<file path="config.mk">
export PLATFORM = sky130hd
export DESIGN_NAME = alu_cmd_ctrl
export DESIGN_NICKNAME = d
export VERILOG_FILES = /design/src/rtl/alu_cmd_ctrl.sv
export SDC_FILE = /design/constraint.sdc
export NUM_CORES = 1
export LEC_CHECK = 0
export CAP_MARGIN = 15
export CORE_ASPECT_RATIO = 1.25
export CORE_MARGIN = 1.5
export CORE_UTILIZATION = 65
export CTS_CLUSTER_SIZE = 28
export DETAILED_ROUTE_END_ITERATION = 10
export DONT_BUFFER_PORTS = 1
export GPL_TIMING_DRIVEN = 0
export PLACE_DENSITY = 0.81
export SLEW_MARGIN = 20
export SYNTH_ARGS = -nofsm -noshare
export SYNTH_HDL_FRONTEND = slang
export SYNTH_SLANG_ARGS = --single-unit
</file>
<file path="constraint.sdc">
create_clock -name clk -period 5.4 [get_ports clk]
set_input_delay 1.35 -clock clk [delete_from_list [all_inputs] [get_ports clk]]
set_output_delay 1.35 -clock clk [all_outputs]
set_load 0.01 [all_outputs]
</file>
<file path="src/rtl/alu_cmd_ctrl.sv">
// Command front-end for the 8-bit ALU: registers operands, waits the settle
// time, captures the 9-bit result and counts completed (and carry) results.
module alu_cmd_ctrl #(
  parameter int SETTLE_CYCLES = 1,
  parameter int CNT_W         = 16
) (
  input  logic             clk,
  input  logic             rst,
  input  logic             cmd_valid,
  output logic             cmd_ready,
  input  logic [7:0]       cmd_a,
  input  logic [7:0]       cmd_b,
  input  logic [3:0]       cmd_sel,
  output logic [7:0]       alu_a,
  output logic [7:0]       alu_b,
  output logic [3:0]       alu_sel,
  input  logic [8:0]       alu_result,
  output logic             res_valid,
  input  logic             res_ready,
  output logic [8:0]       res_data,
  output logic [3:0]       res_sel,
  output logic             busy,
  output logic [CNT_W-1:0] op_count,
  output logic [CNT_W-1:0] carry_count
);

  typedef enum logic [1:0] {
    IDLE = 2'd0,
    EXEC = 2'd1,
    DONE = 2'd2
  } state_t;

  localparam logic [3:0] LOAD = 4'(SETTLE_CYCLES - 1);
  localparam logic [CNT_W-1:0] CMAX = {CNT_W{1'b1}};

  state_t     state;
  state_t     state_nx;
  logic [3:0] cnt;
  logic       accept;
  logic       complete;
  logic       settled;

  assign accept   = cmd_valid & cmd_ready;
  assign complete = res_valid & res_ready;
  assign settled  = (state == EXEC) && (cnt == 4'd0);

  always_ff @(posedge clk) begin
    if (rst) state <= IDLE;
    else     state <= state_nx;
  end

  always_comb begin
    state_nx = state;
    unique case (state)
      IDLE: if (cmd_valid) state_nx = EXEC;
      EXEC: if (cnt == 4'd0) state_nx = DONE;
      DONE: begin
        if (res_ready) state_nx = cmd_valid ? EXEC : IDLE;
      end
      default: state_nx = IDLE;
    endcase
  end

  always_comb begin
    cmd_ready = 1'b0;
    res_valid = 1'b0;
    busy      = 1'b1;
    unique case (state)
      IDLE: begin
        cmd_ready = 1'b1;
        busy      = 1'b0;
      end
      EXEC: cmd_ready = 1'b0;
      DONE: begin
        res_valid = 1'b1;
        cmd_ready = res_ready;
      end
      default: busy = 1'b0;
    endcase
  end

  // ALU inputs move only on acceptance so they stay stable through EXEC
  always_ff @(posedge clk) begin
    if (rst) begin
      alu_a    <= '0;
      alu_b    <= '0;
      alu_sel  <= '0;
      cnt      <= '0;
      res_data <= '0;
      res_sel  <= '0;
    end else begin
      if (accept) begin
        alu_a   <= cmd_a;
        alu_b   <= cmd_b;
        alu_sel <= cmd_sel;
        cnt     <= LOAD;
      end else if (state == EXEC && cnt != 4'd0) begin
        cnt <= cnt - 4'd1;
      end
      if (settled) begin
        res_data <= alu_result;
        res_sel  <= alu_sel;
      end
    end
  end

  always_ff @(posedge clk) begin
    if (rst) begin
      op_count    <= '0;
      carry_count <= '0;
    end else if (complete) begin
      if (op_count != CMAX)
        op_count <= op_count + 1'b1;
      if (res_data[8] && carry_count != CMAX)
        carry_count <= carry_count + 1'b1;
    end
  end

endmodule

</file>
==> summary.md <==
| Metric | Value |
|---|---|
| Outcome | `finished, final reports clean` |
| Post-synthesis compound-gate area fraction | `0.1621` |
| Leading cell types by total area after synthesis | `dfxtp_1 45%, nand2_1 9.0%, a21oi_1 8.6%` |
| Synthesized-area fraction occupied by xor and xnor cells | `0.01387` |
| VDD IR max | `between 0.0002 and 0.0003 V` |
| Maximum capacitance violations | `0` |
| Post-route fraction of the period consumed by the critical path | `0.5675` |
| Setup TNS | `0 ns` |
| Layout overhead on the synthesized area | `8.403%` |
| Number of global-route vias before repair | `~2400` |
| Fraction of layout instances using a drive strength above 1 | `0.08354` |
| Top cell family by delay on the critical path | `simple AND/OR/NAND/NOR gates` |
| HP Class | `flop to flop` |
| Post-synthesis mux area share | `0.02418` |
| Least-Margin Pin Slew | `0.7418 ns` |
| Number of flops mapped to enable cells by yosys | `0` |
| Worst-Skew Late Latency | `0.35 ns` |
| Via count | `2795` |
| PortBufs | `0` |
| Synth Area in Adders | `0.02774` |
| PostCTS Resize Cnt | `0` |
| Number of search-and-repair iterations in the first detailed-routing pass | `4` |
| Aggregate routed wire length | `7005 um` |
| Yosys synthesis warning count | `0` |
| H-Tree Depth | `3` |
| Worst setup margin | `2.336 ns` |
| Total overflow reported by the global router | `0` |
| Final HPWL from detailed placement | `around 5000 um` |
| Average footprint of a synthesized cell | `roughly 8.3 sq um` |
| Pleak | `1.143 nW` |
| Cell-by-cell listing of the critical path | `nand2_1, nand2b_1` |
| Via-to-Cell Ratio | `between 6 and 7` |
| Simple-gate area share of the yosys netlist | `0.2763` |
| Total number of nets in the final design | `between 400 and 500` |
| Highest metal used | `met4` |
| TritonCTS Sinks | `roughly 70` |
| I/O Pins | `101` |
| Min Tclk post-route | `about 3 ns` |
| Highest clock frequency the design can meet | `0.3263 GHz` |
| Met3 WL | `roughly 570 um` |
| Clock tree from TritonCTS | `done` |
| Die footprint | `between 0.005 and 0.006 sq mm` |
| Maximum number of pins on one net before global-route repair | `12` |
| Site Rows | `28` |
| Maximum single-stage delay on the critical path | `approximately 0.22 ns` |
| Total clock buffers created by CTS | `9` |
| Post-synthesis sequential area ratio | `0.4503` |
| Initial cell density of the core | `0.6724` |
| Netlist area before placement | `0.003157 sq mm` |
| Total setup violations reported at the end of the flow | `0` |
| Top fanout value on the critical path | `7` |
| Proportion of register bits with asynchronous set or reset after synthesis | `0` |
| Gr usage total | `0.2665` |
| Worst path buffer plus inverter count | `0` |
| Final hold viol count | `0` |
| Post-synthesis net count | `419` |
| Count of buffers added by post-CTS timing repair for setup | `0` |
| Clk_skew | `between 0.01 and 0.015 ns` |
| Residual antenna-violating net count after detailed routing | `0` |
| Dpl ws | `between 2 and 2.5 ns` |
| Post-synth top cells | `76 x nand2_1, 71 x dfxtp_1, 54 x a21oi_1` |
| Relative max-transition margin | `0.5016` |
| Post-CTS clock slew at the launch and capture registers of the worst setup and hold paths | `about 0.070 ns` |
| Type of the worst setup path | `input pin to output pin` |
| Area leader, netlist | `dfxtp_1` |
| Metal-1 WL | `approximately 2800 um` |
| Max Slew Vio Count | `0` |
| Fraction of the core area covered by cells at the end of the flow | `0.7289` |
| Fin cells | `approximately 460` |
| Synthesized flop and latch total | `71` |
| Number of design-rule violations left by the first detailed-router iteration | `around 140` |
| Distinct cell type count of the synthesized netlist | `45` |
| Most used flip-flop cell after synthesis | `dfxtp_1` |
| Placed cell count | `about 440` |
| Synthesized instance count | `between 300 and 400` |
| Hold-fix buffer count after cts | `0` |
| Nature of the critical path startpoint | `input pin` |
| Die Y-Extent | `~81 um` |
| Longest Clk Path Bufs | `2` |
| Critical Path End Type | `output pin` |
| Most repeated cell in the gate-level netlist after synthesis | `nand2_1` |
| Area fraction of the dominant cell type after synthesis | `0.4503` |
| Largest family of logic cells by synthesized area | `simple AND/OR/NAND/NOR gates` |
| Detailed route wirelength on metal2 | `roughly 3500 um` |
| WL/cell | `between 15 and 20 um` |
| Initial antenna violation count | `0` |
| Core Region | `around 0.0047 sq mm` |
| Wire length of the first global-routing pass | `10830 um` |
| Total power per unit cell area | `352.0 mW/mm^2` |
| Unrepaired setup endpoints after global routing | `false` |
| Arrival @ worst endpoint | `1.71 ns` |
| Weighted congestion reported at the end of routability-driven placement | `0.7901` |
| Chip width | `around 65 um` |
| Hold Slack | `between 0.5 and 0.6 ns` |
| Master of the slowest instance on the critical path | `nand2b_1` |
| Critical path data required time | `a little over 4 ns` |
| Number of remaining DRC errors | `0` |
| Root cell of the clock tree | `clkbuf_8` |
| Ant. Diodes | `0` |
kinds of logic (layout without fill, tap and decap cells):
| kind of cell | after synthesis | after routing |
|---|---|---|
| and+or+nand+nor | 172 | 172 |
| AOI/OAI and AO/OA | 88 | 88 |
| DFF | 71 | 71 |
| buffers and inverters | 29 | 45 |
| adders and majority gates | 7 | 7 |
| muxes | 7 | 7 |
| xor gates and xnor gates | 5 | 5 |
cell usage in the layout, fill, tap and decap left out, drive strengths merged, types with 5 or more instances in the layout:
cell / count
and4: 5
nand2: 76
nor3: 8
nand4: 11
ha: 7
o31ai: 10
nor2b: 5
inv: 10
nand3: 15
dfxtp: 71
a21oi: 54
or4: 11
clkbuf: 28
nor4: 6
mux2: 5
o21a: 5
nor2: 14
or3: 9
o21ai: 11
final cells by class:
| class | instances | area (sq um) |
|---|---|---|
| plain buffers | 19 | 106.4 |
| fillers | 379 | 1272 |
| clock inverters | 4 | 45.04 |
| well taps | 60 | 75.07 |
| flip-flops and latches | 71 | 1421 |
| clock buffers | 12 | 145.1 |
| inverters | 10 | 37.54 |
| multi-input cells | 279 | 1592 |
layer usage:
layer | up-vias | global-route usage
met1 | 1312 | 0.3112
met3 | 14 | 0.09280
met5 | - | 0
met2 | 92 | 0.4429
met4 | 0 | 0.1146
li1 | 1377 | -
worst paths after layout:
kind	start	to	slack (ns)	cells past startpoint
worst max register to register	state[0]$_SDFFE_PP0P_	carry_count[15]$_SDFFE_PP0P_	3.07	7
worst max-delay path	res_ready	cmd_ready	2.34	2
worst min-delay path	alu_b[6]$_SDFFE_PP0P_	alu_b[6]$_SDFFE_PP0P_	0.50	2
worst min register to register	alu_b[6]$_SDFFE_PP0P_	alu_b[6]$_SDFFE_PP0P_	0.50	2
metrics by stage:
stage               instance area [sq um]  power [mW]
floorplan                            3157      0.7546
global placement                     3232      0.7933
detailed placement                   3232      0.7989
CTS                                  3422       1.208
global route                         3422       1.261
finish                               3422       1.204
power by group:
| group | leakage, nW | switching (mW) | total [mW] | internal [mW] |
|---|---|---|---|---|
| combinational | 0.466 | 0.119 | 0.177 | 0.0577 |
| sequential | 0.576 | 0.0470 | 0.611 | 0.564 |
| clock | 0.100 | 0.193 | 0.417 | 0.224 |
| total | 1.14 | 0.359 | 1.20 | 0.846 |
sequential cells by signal (all words and copies together), names as in the netlist:
name,cells
state,2
alu_sel,4
alu_b,8
alu_a,8
carry_count,16
res_data,9
cnt,4
res_sel,4
op_count,16
(Power assumes the default switching activity.)
